===== config.mk =====
export PLATFORM = sky130hd
export DESIGN_NAME = booth_div_flat
export DESIGN_NICKNAME = d
export VERILOG_FILES = /design/src/rtl/booth_div_pkg.sv /design/src/rtl/booth_div_if.sv /design/src/rtl/booth_div_step.sv /design/src/rtl/booth_div.sv /design/src/flat_wrapper.sv
export SDC_FILE = /design/constraint.sdc
export NUM_CORES = 1
export LEC_CHECK = 0
export ABC_AREA = 1
export BUFFER_PORTS_ARGS = -buffer_cell sky130_fd_sc_hd__buf_2
export CAP_MARGIN = 20
export CORE_ASPECT_RATIO = 1.25
export CORE_MARGIN = 10
export CORE_UTILIZATION = 59
export DETAILED_ROUTE_END_ITERATION = 8
export PLACE_DENSITY_LB_ADDON = 0.08
export SLEW_MARGIN = 5
export SYNTH_ARGS = -nofsm -noshare
export SYNTH_HDL_FRONTEND = slang
export SYNTH_SLANG_ARGS = --single-unit

===== constraint.sdc =====
create_clock -name clk -period 3.3 [get_ports clk]
set_input_delay 0.66 -clock clk [delete_from_list [all_inputs] [get_ports clk]]
set_output_delay 0.66 -clock clk [all_outputs]
set_load 0.05 [all_outputs]

===== src/rtl/booth_div_pkg.sv =====
// Shared types and constants for the sequential signed divider.
// FSM state encoding, default operand width and iteration-counter sizing.
package booth_pkg;
  localparam int N_DEF = 8;

  typedef enum logic [1:0] {IDLE, RUN, FIX, DONE} state_t;

  // Counter must hold 0..n.
  function automatic int cnt_w(input int n);
    return $clog2(n + 1);
  endfunction
endpackage


===== src/rtl/booth_div_if.sv =====
// Operand/result handshake bundle for booth_div.
// Optional is_signed select appears when DIV_SIGNED_SEL_EN is defined.
interface booth_div_if
  import booth_pkg::*;
#(
  parameter int N = N_DEF
);
  logic           in_valid;
  logic           in_ready;
  logic [2*N-1:0] dividend;
  logic [N-1:0]   divisor;
`ifdef DIV_SIGNED_SEL_EN
  logic           is_signed;
`endif
  logic           out_valid;
  logic           out_ready;
  logic [N-1:0]   quotient;
  logic [N-1:0]   remainder;
  logic           div_zero;
  logic           overflow;

  modport master (
    output in_valid, dividend, divisor,
`ifdef DIV_SIGNED_SEL_EN
    output is_signed,
`endif
    output out_ready,
    input  in_ready, out_valid, quotient, remainder, div_zero, overflow
  );

  modport slave (
    input  in_valid, dividend, divisor,
`ifdef DIV_SIGNED_SEL_EN
    input  is_signed,
`endif
    input  out_ready,
    output in_ready, out_valid, quotient, remainder, div_zero, overflow
  );
endinterface


===== src/rtl/booth_div_step.sv =====
// One combinational restoring-division step on unsigned magnitudes.
// Shifts {R,Qm} left, trial-subtracts the divisor, shifts in the quotient bit.
module div_step #(
  parameter int N = 8
) (
  input  logic [N:0]   r_i,
  input  logic [N-1:0] qm_i,
  input  logic [N:0]   dsr_i,
  output logic [N:0]   r_o,
  output logic [N-1:0] qm_o
);
  logic [N+1:0] shifted;
  logic [N+1:0] diff;
  logic         ge;

  // One guard bit above R so unsigned-mode divisors up to 2^n-1 still compare correctly.
  always_comb begin
    shifted = {r_i, qm_i[N-1]};
    diff    = shifted - {1'b0, dsr_i};
    ge      = ~diff[N+1];
    r_o     = ge ? diff[N:0] : shifted[N:0];
    qm_o    = {qm_i[N-2:0], ge};
  end
endmodule


===== src/rtl/booth_div.sv =====
// Sequential signed 2n/n restoring divider, one quotient bit per clock.
// DIV_SIGNED_SEL_EN adds a per-operation signed/unsigned select.
module booth_div
  import booth_pkg::*;
#(
  parameter int N = N_DEF
) (
  input  logic        clk,
  input  logic        rst,
  booth_div_if.slave  bus
);
  localparam int CW = cnt_w(N);
  localparam logic [N-1:0] HALF = {1'b1, {(N-1){1'b0}}};

  state_t         state_q, state_d;
  logic [N:0]     r_q, r_d;
  logic [N-1:0]   qm_q, qm_d;
  logic [N:0]     dsr_q, dsr_d;
  logic           sd_q, sd_d, sv_q, sv_d, sgn_q, sgn_d;
  logic [CW-1:0]  cnt_q, cnt_d;
  logic [N-1:0]   quot_q, quot_d, rem_q, rem_d;
  logic           dz_q, dz_d, ov_q, ov_d;

  logic           sgn_in, sd_in, sv_in, neg_q;
  logic [2*N:0]   dvd_mag;
  logic [N:0]     dsr_mag;
  logic [N:0]     step_r;
  logic [N-1:0]   step_qm;

`ifdef DIV_SIGNED_SEL_EN
  assign sgn_in = bus.is_signed;
`else
  assign sgn_in = 1'b1;
`endif

  // Magnitudes are one bit wider so the most-negative operands stay exact.
  always_comb begin
    sd_in   = sgn_in & bus.dividend[2*N-1];
    sv_in   = sgn_in & bus.divisor[N-1];
    dvd_mag = sd_in ? -{bus.dividend[2*N-1], bus.dividend} : {1'b0, bus.dividend};
    dsr_mag = sv_in ? -{bus.divisor[N-1], bus.divisor} : {1'b0, bus.divisor};
  end

  div_step #(.N(N)) u_step (
    .r_i   (r_q),
    .qm_i  (qm_q),
    .dsr_i (dsr_q),
    .r_o   (step_r),
    .qm_o  (step_qm)
  );

  assign neg_q         = sd_q ^ sv_q;
  assign bus.in_ready  = (state_q == IDLE);
  assign bus.out_valid = (state_q == DONE);
  assign bus.quotient  = quot_q;
  assign bus.remainder = rem_q;
  assign bus.div_zero  = dz_q;
  assign bus.overflow  = ov_q;

  always_comb begin
    state_d = state_q;
    r_d     = r_q;
    qm_d    = qm_q;
    dsr_d   = dsr_q;
    sd_d    = sd_q;
    sv_d    = sv_q;
    sgn_d   = sgn_q;
    cnt_d   = cnt_q;
    quot_d  = quot_q;
    rem_d   = rem_q;
    dz_d    = dz_q;
    ov_d    = ov_q;
    case (state_q)
      IDLE: if (bus.in_valid) begin
        sd_d   = sd_in;
        sv_d   = sv_in;
        sgn_d  = sgn_in;
        r_d    = {1'b0, dvd_mag[2*N-1:N]};
        qm_d   = dvd_mag[N-1:0];
        dsr_d  = dsr_mag;
        cnt_d  = '0;
        quot_d = '0;
        rem_d  = '0;
        dz_d   = 1'b0;
        ov_d   = 1'b0;
        if (bus.divisor == '0) begin
          state_d = DONE;
          dz_d    = 1'b1;
          quot_d  = '1;
          rem_d   = bus.dividend[N-1:0];
        end else if (dvd_mag[2*N:N] >= dsr_mag) begin
          // High half already >= divisor: quotient cannot fit in n bits.
          state_d = DONE;
          ov_d    = 1'b1;
        end else begin
          state_d = RUN;
        end
      end
      RUN: begin
        r_d   = step_r;
        qm_d  = step_qm;
        cnt_d = cnt_q + CW'(1);
        if (cnt_q == CW'(N-1)) state_d = FIX;
      end
      FIX: begin
        state_d = DONE;
        quot_d  = neg_q ? -qm_q : qm_q;
        rem_d   = sd_q ? -r_q[N-1:0] : r_q[N-1:0];
        ov_d    = sgn_q & (neg_q ? (qm_q > HALF) : (qm_q >= HALF));
        if (ov_d) begin
          quot_d = '0;
          rem_d  = '0;
        end
      end
      DONE: if (bus.out_ready) state_d = IDLE;
      default: state_d = IDLE;
    endcase
  end

  always_ff @(posedge clk) begin
    if (rst) begin
      state_q <= IDLE;
      r_q     <= '0;
      qm_q    <= '0;
      dsr_q   <= '0;
      sd_q    <= 1'b0;
      sv_q    <= 1'b0;
      sgn_q   <= 1'b0;
      cnt_q   <= '0;
      quot_q  <= '0;
      rem_q   <= '0;
      dz_q    <= 1'b0;
      ov_q    <= 1'b0;
    end else begin
      state_q <= state_d;
      r_q     <= r_d;
      qm_q    <= qm_d;
      dsr_q   <= dsr_d;
      sd_q    <= sd_d;
      sv_q    <= sv_d;
      sgn_q   <= sgn_d;
      cnt_q   <= cnt_d;
      quot_q  <= quot_d;
      rem_q   <= rem_d;
      dz_q    <= dz_d;
      ov_q    <= ov_d;
    end
  end
endmodule


===== src/flat_wrapper.sv =====
// flat-port wrapper written by rule: the top's interface ports become plain ports
module booth_div_flat import booth_pkg::*;
#(
  parameter int N = N_DEF
)
  (clk, rst, bus_in_valid, bus_dividend, bus_divisor, bus_out_ready, bus_in_ready, bus_out_valid, bus_quotient, bus_remainder, bus_div_zero, bus_overflow);
  booth_div_if #(.N(N)) bus_i ();
  input  logic clk;
  input  logic rst;
  input wire logic [$bits(bus_i.in_valid)-1:0] bus_in_valid;
  input wire logic [$bits(bus_i.dividend)-1:0] bus_dividend;
  input wire logic [$bits(bus_i.divisor)-1:0] bus_divisor;
  input wire logic [$bits(bus_i.out_ready)-1:0] bus_out_ready;
  output wire logic [$bits(bus_i.in_ready)-1:0] bus_in_ready;
  output wire logic [$bits(bus_i.out_valid)-1:0] bus_out_valid;
  output wire logic [$bits(bus_i.quotient)-1:0] bus_quotient;
  output wire logic [$bits(bus_i.remainder)-1:0] bus_remainder;
  output wire logic [$bits(bus_i.div_zero)-1:0] bus_div_zero;
  output wire logic [$bits(bus_i.overflow)-1:0] bus_overflow;
  assign bus_i.in_valid = bus_in_valid;
  assign bus_i.dividend = bus_dividend;
  assign bus_i.divisor = bus_divisor;
  assign bus_i.out_ready = bus_out_ready;
  assign bus_in_ready = bus_i.in_ready;
  assign bus_out_valid = bus_i.out_valid;
  assign bus_quotient = bus_i.quotient;
  assign bus_remainder = bus_i.remainder;
  assign bus_div_zero = bus_i.div_zero;
  assign bus_overflow = bus_i.overflow;
  booth_div #(.N(N)) u_core (.clk(clk), .rst(rst), .bus(bus_i));
endmodule

* After elaboration in Yosys (flattened, before gate mapping)
Cells that the tools add are included.
Operators by class: reductions and logical operators 8, div/mod/pow operators 0, $add $sub $neg 6, eq/ne operators 7, magnitude comparators 3, multipliers 0, shifts and indexed selects 0, mux-type cells 31, bitwise operators 3
Operator list (count):
- 2-to-1 mux 8 bit | 9
- one-hot mux 8 bit (2 select lines) | 3
- 2-to-1 mux 9 bit | 3
- one-hot mux 9 bit (2 select lines) | 1
- 2-to-1 mux 17 bit | 1
- negation 17 bit | 1
- negation 8 bit | 2
- 2-to-1 mux 2 bit | 5
- subtractor 10 x 9 -> 10 bit | 1
- >= comparator 9 bit | 1
- negation 9 bit | 1
- >= comparator 8 bit (second input constant) | 1
- greater-than comparator 8 bit (second input constant) | 1
- zero test 8 bit | 1
- one-hot mux 2 bit (4 select lines) | 1
- one-hot mux 4 bit (2 select lines) | 1
- AND reduction 2 bit | 3
- 2-to-1 mux 1 bit | 5
- adder 4 x 1 -> 4 bit (second input constant) | 1
- == test 2 bit (second input constant) | 2
- == test 4 x 3 -> 1 bit (second input constant) | 1
- 2-to-1 mux 4 bit | 1
- inequality test 2 bit (second input constant) | 2
- nonzero test 2 bit | 2
- other kinds (8) | 8
Word-level totals: latch bits 0, RAM bits 0, output and inout port bits 20, bits in read-only memories 0, word-level logic and storage cells 70, register bits after elaboration 53, memories 0, input port bits 28

* Longest topological paths before layout
Gate-level depths: netlist of the first run.
depth in word-level cells 7, mapped depth 15, mapped depth without buffers 15

* Cells and area by module
From an unflattened synthesis of the first run, not the netlist that was laid out.
Unflattened totals: cells, all modules 652, area total of the unflattened synthesis 4252.8 um2
Modules (own cells, without submodules):
- booth_div | cells an instance 507, seq. area each 1061.0 um2, times used 1, area an instance 3394.5 um2
- div_step | cells an instance 145, seq. area each 0.0 um2, times used 1, area an instance 858.3 um2

* Least setup slack after synthesis of the first run
Ideal clock, no wire load.
path type input-to-reg, start input port bus_dividend[1], end register u_core.state_q[1], stages 15, arrival 2.401 ns, buffers on the path 0, setup slack 0.779 ns, cells stage by stage inv_1 ha_1 nand3_1 nor2_1 nand2_1 nand2_1 nand2_1 and2_1 ha_1 a21oi_1 o21ai_0 a21oi_1 nand3_1 o21bai_1 a21oi_1
Between the ends: longest elaborated chain between the ends 7
RTL lines:
- start, declared | RTL line flat_wrapper.sv:11 | input wire logic [$bits(bus_i.dividend)-1:0] bus_dividend;
- negation 17 bit | RTL line booth_div.sv:40 | dvd_mag = sd_in ? -{bus.dividend[2*N-1], bus.dividend} : {1'b0, bus.dividend};
- 2-to-1 mux 17 bit | RTL line booth_div.sv:40
- >= comparator 9 bit | RTL line booth_div.sv:91 | end else if (dvd_mag[2*N:N] >= dsr_mag) begin
- 2-to-1 mux 2 bit | RTL line booth_div.sv:91
- 2-to-1 mux 2 bit | RTL line booth_div.sv:86 | if (bus.divisor == '0) begin
- 2-to-1 mux 2 bit | RTL line booth_div.sv:74 | IDLE: if (bus.in_valid) begin
- one-hot mux 2 bit (4 select lines) | RTL line booth_div.sv:73 | case (state_q)
- end signal, assigned | RTL line booth_div.sv:135 | state_q <= state_d;
- end, declared | RTL line booth_div.sv:15 | state_t state_q, state_d;
Every way passes these cells. The select of a mux whose other input is x is not followed. A chain may end at the register's enable or synchronous reset.

* Final worst setup path of the first run
start input port bus_dividend[1], end register u_core.ov_q, in the netlist u_core.bus.overflow
Between the ends: longest elaborated chain between the ends 7
RTL lines:
- negation 17 bit | RTL line booth_div.sv:40
- 2-to-1 mux 17 bit | RTL line booth_div.sv:40
- >= comparator 9 bit | RTL line booth_div.sv:91
- 2-to-1 mux 1 bit | RTL line booth_div.sv:91
- 2-to-1 mux 1 bit | RTL line booth_div.sv:86
- 2-to-1 mux 1 bit | RTL line booth_div.sv:74
- one-hot mux 1 bit (2 select lines) | RTL line booth_div.sv:73
- end signal, assigned | RTL line booth_div.sv:146 | ov_q <= ov_d;
- end, declared | RTL line booth_div.sv:22 | logic dz_q, dz_d, ov_q, ov_d;
Every way passes these cells. The select of a mux whose other input is x is not followed.

==> flow_metrics.tcl, run 1 <==
set metrics [dict create \
    pwr-share-seq_pct 23.5 \
    grt_pass1_vias 4014 \
    cts_sinks 53 \
    slowest_stage "ha_1" \
    route.detailed.drc 0 \
    power_switching_share_pct 55.5 \
    cts_resized 0 \
    seq_area_mm2 0.00106 \
    antenna_found_initial 0 \
    synthArstFlopShare_pct 0 \
    mostFrequentLayoutCell "nand2_1" \
    clkLatencyLatePin_ps 330 \
    hold_viol_final 0 \
    start_kind "primary input" \
    hold_class "register to register" \
    cts_max_level 2 \
    wl_mm 11.2 \
    die_width_um 93.8 \
    routedWlPerCell_um 15.3 \
    ys.warnings.count 0 \
    final_nets 704 \
    cts_tree "done" \
    p_int_w 0.00191 \
    run_status "finished clean" \
    seq_area_frac_synth_pct 26.4 \
    fmax_ghz 0.378 \
    cp.required_ps 3490 \
    fill_cells 637 \
    cp_data_arrival_time_ps 2830 \
    antennaDiodeCount 0 \
    ir_drop_mv 0.613 \
    synth_top_cells_by_area "dfxtp_1 26%, nand2_1 12%, ha_1 8.4%" \
    area_growth_pct 9.29 \
    layout_setup_ws_ps 655 \
    final-setup-viol-count 0 \
    grt_start_max_net_pins 30 \
    rsz0062_at_grt "no" \
    dr.first_iter.drc_count 264 \
    drv_slew 0 \
    synth_edf_count 0 \
    drtPass1Iterations 5 \
    ys.flop_type "dfxtp_1" \
    grtUsageTotal_pct 21.2 \
    ctsHoldBuffers 0 \
    dieArea_mm2 0.0105 \
    root_buffer "clkbuf_8" \
    multi_input_area_mm2 0.00252 \
    clk_pin_slew_ps 110 \
    clockBufferDepth 2 \
    fin_util_pct 66.4 \
    cp-end-kind "register" \
    mostFrequentLayoutCells "123 x nand2_1, 89 x inv_1, 58 x a21oi_1, 53 x dfxtp_1, 51 x o21ai_0" \
    slew-limit-headroom_pct 37.4 \
    crit_type "primary input to register" \
    cts_buffers 5 \
    switching_power_w 0.00238 \
    pwr_density_cell_mw_per_mm2 977 \
    dp_hpwl_mm 9.05 \
    critPathMaxStageDelay_ps 310 \
    r2r_slack_ps 1020 \
    vias 4139 \
    synth-seq-cells 53 \
    ant_nets 0 \
    synth_top_area_cell "dfxtp_1" \
    synth_nets 665 \
    port_buffers 47 \
    clock_power_share_pct 9.7 \
    place_ws_ps 355 \
    postCtsSetupBuffers 0 \
    gp_congestion 0.889 \
    synth.cell_area_mm2 0.00401 \
    final_cells 736 \
    fin_crit_sh_pct 80.1 \
    crit_fanout 4 \
    initial_utilization_pct 60.8 \
    syn_inst 609 \
    syn_area_per_cell_um2 6.59 \
    rows 33 \
    via_per_inst 5.62 \
    core_mm2 0.00661 \
    tns_ps 0 \
    fin_skew_ps 15.2 \
    crit_chain "buf_2 -> inv_1 -> ha_1 -> nand3_1 -> nor2_1 -> nand2_1 -> nand2_1 -> nand2_1 -> and2_1 -> ha_1 -> a21oi_1 -> o21ai_0 -> a21oi_1 -> nand3_1 -> o21ai_2 -> a21oi_1" \
    grt_overflow 0 \
    ys_types 43 \
    dp_cells 728 \
    fp.dieH_um 112 \
    synth_top_area_share_pct 26.4 \
    cap_violations 0 \
    tightest_slew_ps 936 \
    grt_pass1_wl_mm 18.5 \
    leakagePower_nw 2.11 \
    p_comb_share_pct 66.8 \
    layout_min_cycle_time_ps 2640 \
    whs_ps 465 \
    drive_above_1_share_pct 13.3 \
    ios 48 \
]
## metrics by stage
step / total power, W / cell area (um^2)
floorplan: 0.00323 / 4010
global placement: 0.00380 / 4290
detailed placement: 0.00384 / 4290
CTS: 0.00428 / 4390
global route: 0.00469 / 4390
finish: 0.00429 / 4390
## worst paths after layout
check / to / start / depth (start not counted)
min reg2reg: u_core.dsr_q[8] / u_core.dsr_q[8] / 2
max: u_core.bus.overflow / bus_dividend[1] / 16
min: u_core.dsr_q[8] / u_core.dsr_q[8] / 2
max reg2reg: u_core.r_q[6] / u_core.state_q[1] / 6
## layout make-up
cell class / instances / share of cell area, %
well taps: 87 / 2.48
clock buffers: 5 / 1.57
flip-flops and latches: 53 / 24.2
inverters: 92 / 7.87
repair buffers: 49 / 5.70
multi-input cells: 447 / 57.5
clock inverters: 3 / 0.656
## logic make-up after synthesis
group           count (synthesis)  share of synthesized area [%]
compound gates                141                           19.9
xor+xnor                       22                           4.80
fa+ha+maj                      28                           8.92
buf+inv                       109                           10.7
flops                          53                           26.4
other cells                     2                          0.187
simple gates                  254                           29.1
## power groups by stage
| stage | clock network, W | registers [W] | logic, W |
|---|---|---|---|
| 6_report | 0.000415 | 0.00101 | 0.00286 |
| 5_1_grt | 0.000448 | 0.00103 | 0.00321 |
| 4_1_cts | 0.000422 | 0.00101 | 0.00285 |
| 3_5_place_dp | 0 | 0.00102 | 0.00282 |
| 3_3_place_gp | 0 | 0.00102 | 0.00278 |
| 2_1_floorplan | 0 | 0.00126 | 0.00197 |
## sequential cells by signal, indices dropped and copies added, names as in the netlist
name and cells:
u_core.dsr_q 9, u_core.r_q 9, u_core.bus.quotient 8, u_core.bus.remainder 8, u_core.qm_q 8, u_core.cnt_q 4, u_core.state_q 2, u_core.bus.div_zero 1
u_core.bus.overflow 1, u_core.sd_q 1, u_core.sgn_q 1, u_core.sv_q 1
## routing by layer
layer | wire, um | part of all wire [%] | global-route usage, %
met1 | 4410 | 39 | 23.4
met2 | 5890 | 52 | 38.9
met3 | 581 | 5.2 | 3.67
met4 | 343 | 3.1 | 7.61
met5 | 0 | 0 | 0
## worst max-delay path: cells and delay by family
| kind | cells | cell delay (ps) |
|---|---|---|
| compound gates | 5 | 580 |
| fa+ha+maj | 2 | 490 |
| buf+inv | 2 | 210 |
| simple gates | 7 | 900 |
## cells in the mapped netlist (4+ instances only)
cell and number:
nand2_1 123, nor3_1 4, a31oi_1 4, nand3_2 4
clkbuf_1 7, nand4_1 7, xor2_1 19, nor2_1 43
a211oi_1 8, a21oi_1 58, nand2_2 5, ha_1 27
nand3_1 47, dfxtp_1 53, buf_2 7, o21ai_0 51
nand3b_1 8, inv_1 89, o211ai_1 5
Note: power is estimated with default switching activity, not from simulation.
==> run 2: changes to the inputs <==
==> constraint.sdc (replaced) <==
create_clock -name clk -period 2.7 [get_ports clk]
set_input_delay 0.54 -clock clk [delete_from_list [all_inputs] [get_ports clk]]
set_output_delay 0.54 -clock clk [all_outputs]
set_load 0.05 [all_outputs]
==> flow_metrics.tcl, run 2 (synthesized netlist as in run 1, its figures left out) <==
set metrics [dict create \
    crit_fanout 3 \
    routedWlPerCell_um 15.1 \
    pwr-share-seq_pct 23.8 \
    dp_cells 737 \
    layout_min_cycle_time_ps 2350 \
    core_mm2 0.00661 \
    cts_sinks 53 \
    rows 33 \
    dpl-instance-area_mm2 0.00436 \
    p_comb_share_pct 67.0 \
    root_buffer "clkbuf_8" \
    reg_top3 "u_core.dsr_q: 9 flops, u_core.r_q: 9 flops" \
    hold_class "register to register" \
    final-setup-viol-count 0 \
    r2r_slack_ps 540 \
    fin_skew_ps 5.61 \
    clk_pin_slew_ps 100 \
    start_kind "primary input" \
    route.detailed.drc 0 \
    area_growth_pct 11.0 \
    switching_power_w 0.00285 \
    pwr_density_cell_mw_per_mm2 1170 \
    cts_max_level 2 \
    cp_data_arrival_time_ps 2550 \
    initial_utilization_pct 60.8 \
    crit_type "primary input to register" \
    clockBufferDepth 2 \
    grtUsageTotal_pct 21.4 \
    cp.required_ps 2900 \
    leakagePower_nw 2.15 \
    grt_overflow 0 \
    gp_congestion 0.901 \
    vias 4098 \
    final_nets 713 \
    antenna_found_initial 0 \
    fp.dieH_um 112 \
    drv_slew 0 \
    postCtsSetupBuffers 0 \
    grt_start_max_net_pins 25 \
    tns_ps 0 \
    mostFrequentLayoutCells "123 x nand2_1, 89 x inv_1, 58 x a21oi_1, 53 x dfxtp_1, 51 x o21ai_0" \
    ios 48 \
    drive_above_1_share_pct 14.6 \
    rsz0062_at_grt "no" \
    slew-limit-headroom_pct 51.9 \
    die_width_um 93.8 \
    grt_pass1_vias 4019 \
    port_buffers 47 \
    dp_hpwl_mm 9.04 \
    cp-end-kind "register" \
    via_per_inst 5.50 \
    dr.first_iter.drc_count 202 \
    dieArea_mm2 0.0105 \
    grt_pass1_wl_mm 18.5 \
    power_switching_share_pct 54.9 \
    hold_viol_final 0 \
    fin_crit_sh_pct 86.9 \
    clkLatencyLatePin_ps 310 \
    clock_power_share_pct 9.1 \
    mostFrequentLayoutCell "nand2_1" \
    run_status "finished clean" \
    ir_drop_mv 0.734 \
    tightest_slew_ps 721 \
    cts_buffers 5 \
    wl_mm 11.2 \
    final_cells 745 \
    p_int_w 0.00234 \
    antennaDiodeCount 0 \
    fmax_ghz 0.426 \
    ant_nets 0 \
    fin_util_pct 67.4 \
    cts_tree "done" \
    cap_violations 0 \
    drtPass1Iterations 5 \
    stdcell_area_mm2 0.00445 \
]
## run 2: power by group through the flow
| stage | sequential [W] | combinational [W] | clock [W] |
|---|---|---|---|
| floorplan | 0.00154 | 0.00241 | 0 |
| global placement | 0.00125 | 0.00340 | 0 |
| detailed placement | 0.00125 | 0.00345 | 0 |
| CTS | 0.00123 | 0.00348 | 0.000490 |
| global route | 0.00127 | 0.00392 | 0.000512 |
| finish | 0.00124 | 0.00348 | 0.000474 |
## run 2: area by class of cell
| type | count | area (um^2) |
|---|---|---|
| timing repair buffer | 58 | 318 |
| clock inverter | 3 | 26.3 |
| fill | 641 | 2150 |
| inverter | 92 | 345 |
| clock buffer | 5 | 68.8 |
| multi-input combinational | 447 | 2530 |
| tap | 87 | 109 |
| sequential | 53 | 1060 |
## run 2: repair_timing
action | CTS | global route
endpoints found under the setup margin | 0 | 1
hold buffers | 0 | 0
gates resized for setup | 0 | 1
## run 2: layer usage
metal	global-route usage, %	wire, um	vias up
met5	0	0	-
met4	10.5	517	0
met3	3.20	505	31
met2	39.2	5680	106
met1	22.9	4510	1854
li1	-	-	2107
## run 2: worst max-delay path, cell delays in order
cell	delay [ps]
buf_2	110
inv_1	70
ha_1	160
nand3_1	110
nor2_2	170
nand2_1	90
nand2_1	90
nand2_1	70
and2_1	140
ha_1	300
a21oi_1	120
o21ai_0	80
a21oi_1	120
nand3_1	140
o21bai_1	150
a21oi_1	80
## run 2: worst paths after layout
kind / start / depth (start not counted) / to
worst min register to register: u_core.dsr_q[8] / 2 / u_core.dsr_q[8]
worst max register to register: u_core.state_q[1] / 8 / u_core.qm_q[2]
worst max-delay path: bus_dividend[0] / 16 / u_core.state_q[1]
worst min-delay path: u_core.dsr_q[8] / 2 / u_core.dsr_q[8]
## run 2: through the flow
| step | total power [W] | worst slack (ps) | hold slack [ps] |
|---|---|---|---|
| 2_1_floorplan | 0.00395 | 299 | 430 |
| 3_3_place_gp | 0.00464 | 69.6 | 442 |
| 3_5_place_dp | 0.00470 | 13.6 | 455 |
| 4_1_cts | 0.00520 | 336 | 472 |
| 5_1_grt | 0.00570 | 39.2 | 510 |
| 6_report | 0.00519 | 354 | 468 |
==> run 3: changes to the inputs <==
--- a/config.mk
+++ b/config.mk
@@ -9,7 +9,6 @@
 export BUFFER_PORTS_ARGS = -buffer_cell sky130_fd_sc_hd__buf_2
 export CAP_MARGIN = 20
 export CORE_ASPECT_RATIO = 1.25
-export CORE_MARGIN = 10
 export CORE_UTILIZATION = 59
 export DETAILED_ROUTE_END_ITERATION = 8
 export PLACE_DENSITY_LB_ADDON = 0.08
==> constraint.sdc (replaced) <==
create_clock -name clk -period 2.5 [get_ports clk]
set_input_delay 0.5 -clock clk [delete_from_list [all_inputs] [get_ports clk]]
set_output_delay 0.5 -clock clk [all_outputs]
set_load 0.05 [all_outputs]
==> flow_metrics.tcl, run 3 (synthesized netlist as in run 1, its figures left out) <==
set metrics [dict create \
    routedWlPerCell_um 15.1 \
    p_int_w 0.00254 \
    mostFrequentLayoutCells "123 x nand2_1, 89 x inv_1, 58 x a21oi_1, 53 x dfxtp_1, 51 x o21ai_0" \
    rows 33 \
    clockBufferDepth 2 \
    grt_start_max_net_pins 25 \
    cts_tree "done" \
    tightest_slew_ps 511 \
    port_buffers 47 \
    grtUsageTotal_pct 34.7 \
    vias 4251 \
    multi_input_area_mm2 0.00253 \
    fmax_ghz 0.435 \
    final_nets 728 \
    area_growth_pct 13.5 \
    cts_sinks 53 \
    die_width_um 75.8 \
    r2r_slack_ps 520 \
    fill_cells 583 \
    hold_class "primary input to register" \
    regToRegEndpoint "u_core.r_q[8]" \
    clk_pin_slew_ps 100 \
    initial_utilization_pct 61.1 \
    finalPower_w 0.00566 \
    cts_buffers 5 \
    dp_hpwl_mm 9.14 \
    rsz0062_at_grt "no" \
    slew-limit-headroom_pct 65.9 \
    seq_area_mm2 0.00106 \
    reg_top3 "u_core.dsr_q: 9 flops, u_core.r_q: 9 flops" \
    postCtsSetupBuffers 0 \
    cts_max_level 2 \
    fin_skew_ps 7.88 \
    run_status "finished clean" \
    cp_data_arrival_time_ps 2490 \
    wl_mm 11.5 \
    dieArea_mm2 0.00714 \
    ir_drop_mv 0.853 \
    hp-start "bus_dividend[1]" \
    clkLatencyLatePin_ps 310 \
    drive_above_1_share_pct 16.3 \
    reg2reg_depth 10 \
    power_switching_share_pct 55.0 \
    antenna_found_initial 0 \
    dr.first_iter.drc_count 227 \
    p_comb_share_pct 67.9 \
    critPathBufInv 2 \
    core_mm2 0.00657 \
    cpLargestDelayFamily "simple AND/OR/NAND/NOR gates" \
    cp.required_ps 2690 \
    hold_viol_final 0 \
    start_kind "primary input" \
    mostFrequentLayoutCell "nand2_1" \
    whs_endpoint "u_core.bus.remainder[1]" \
    ios 48 \
    layout_min_cycle_time_ps 2300 \
    cap_violations 0 \
    root_buffer "clkbuf_8" \
    fp.dieH_um 94.2 \
    ctsHoldBuffers 0 \
    pwr_density_cell_mw_per_mm2 1240 \
    leakagePower_nw 2.21 \
    crit_fanout 3 \
    crit_chain "buf_2 -> inv_1 -> ha_1 -> nand3_1 -> nor2_2 -> nand2_1 -> nand2_1 -> nand2_1 -> and2_1 -> ha_1 -> a21oi_1 -> o21ai_0 -> a21oi_1 -> nand3_1 -> o21ai_2 -> a21oi_1" \
    dpl-instance-area_mm2 0.00447 \
    critPathMaxStageDelay_ps 310 \
    via_per_inst 5.59 \
    drtPass1Iterations 5 \
    switching_power_w 0.00311 \
    final-setup-viol-count 0 \
    grt_pass1_wl_mm 18.6 \
    pwr-share-seq_pct 23.5 \
    cp-end-kind "register" \
    route.detailed.drc 0 \
    grt_pass1_vias 4087 \
    drv_slew 0 \
    slowest_stage "ha_1" \
    grt_overflow 0 \
    clock_power_share_pct 8.6 \
    fin_crit_sh_pct 91.9 \
    hold_depth 3 \
    stdcell_area_mm2 0.00455 \
    ant_nets 0 \
    regToRegStartpoint "u_core.r_q[3]" \
    gp_congestion 1.03 \
    antennaDiodeCount 0 \
    crit_type "primary input to register" \
]
[run 3: worst register-to-register path, cell delays in order, from the launching register on]
cell and delay (ps):
dfxtp_1 470, ha_1 330, nand2_1 140, inv_1 50, nand2_1 60, nand2_1 60
nand2_1 130, nand4_2 260, nand3_1 180, nand3_1 90, a21oi_1 150
[run 3: metal layers]
| metal | global-route usage (%) | vias up | routed length [um] |
|---|---|---|---|
| li1 | - | 2129 | - |
| met1 | 37.1 | 1933 | 4440 |
| met2 | 61.1 | 145 | 5760 |
| met3 | 5.26 | 44 | 529 |
| met4 | 22.4 | 0 | 719 |
| met5 | 0 | - | 0 |
[run 3: area by class of cell]
class                           instances  share of cell area, %
Multi-Input combinational cell        447                   55.5
Sequential cell                        53                   23.3
Timing Repair Buffer                   73                   9.45
Inverter                               92                   7.58
Tap cell                               87                   2.39
Clock buffer                            6                   1.59
Clock inverter                          2                  0.220
[run 3: what timing repair did]
item,in CTS,in global routing
endpoints found under the setup margin,0,2
hold endpoints to repair,0,0
resized for setup,0,1
[run 3: how the worst max path moves through the flow]
stage | slack, ps | endpoint | startpoint | cells past startpoint
after floorplan | 140 | u_core.state_q[1] | bus_dividend[1] | 15
after global placement | -90 | u_core.state_q[1] | bus_dividend[0] | 16
after detailed placement | -160 | u_core.bus.overflow | bus_dividend[0] | 16
after CTS | 180 | u_core.bus.overflow | bus_dividend[0] | 16
after global routing | 5 | u_core.bus.overflow | bus_dividend[0] | 16
final | 200 | u_core.bus.overflow | bus_dividend[0] | 16
[run 3: per-stage QoR]
stage | worst slack [ps] | std cells | util [%] | setup TNS [ps] | hold WS (ps)
after global routing | 4.99 | 760 | 69.4 | 0 | 470
after CTS | 184 | 760 | 69.3 | 0 | 458
after global placement | -88.7 | 752 | 68.1 | -166 | 443
after floorplan | 139 | 609 | - | 0 | 430
final | 203 | 760 | 69.4 | 0 | 466
after detailed placement | -158 | 752 | 68.1 | -294 | 470
[run 3: power by group through the flow]
stage | Clock [W] | Sequential [W] | Combinational, W
CTS | 0.000490 | 0.00133 | 0.00382
global placement | 0 | 0.00134 | 0.00371
detailed placement | 0 | 0.00134 | 0.00379
finish | 0.000484 | 0.00133 | 0.00384
floorplan | 0 | 0.00166 | 0.00261
global route | 0.000521 | 0.00137 | 0.00432
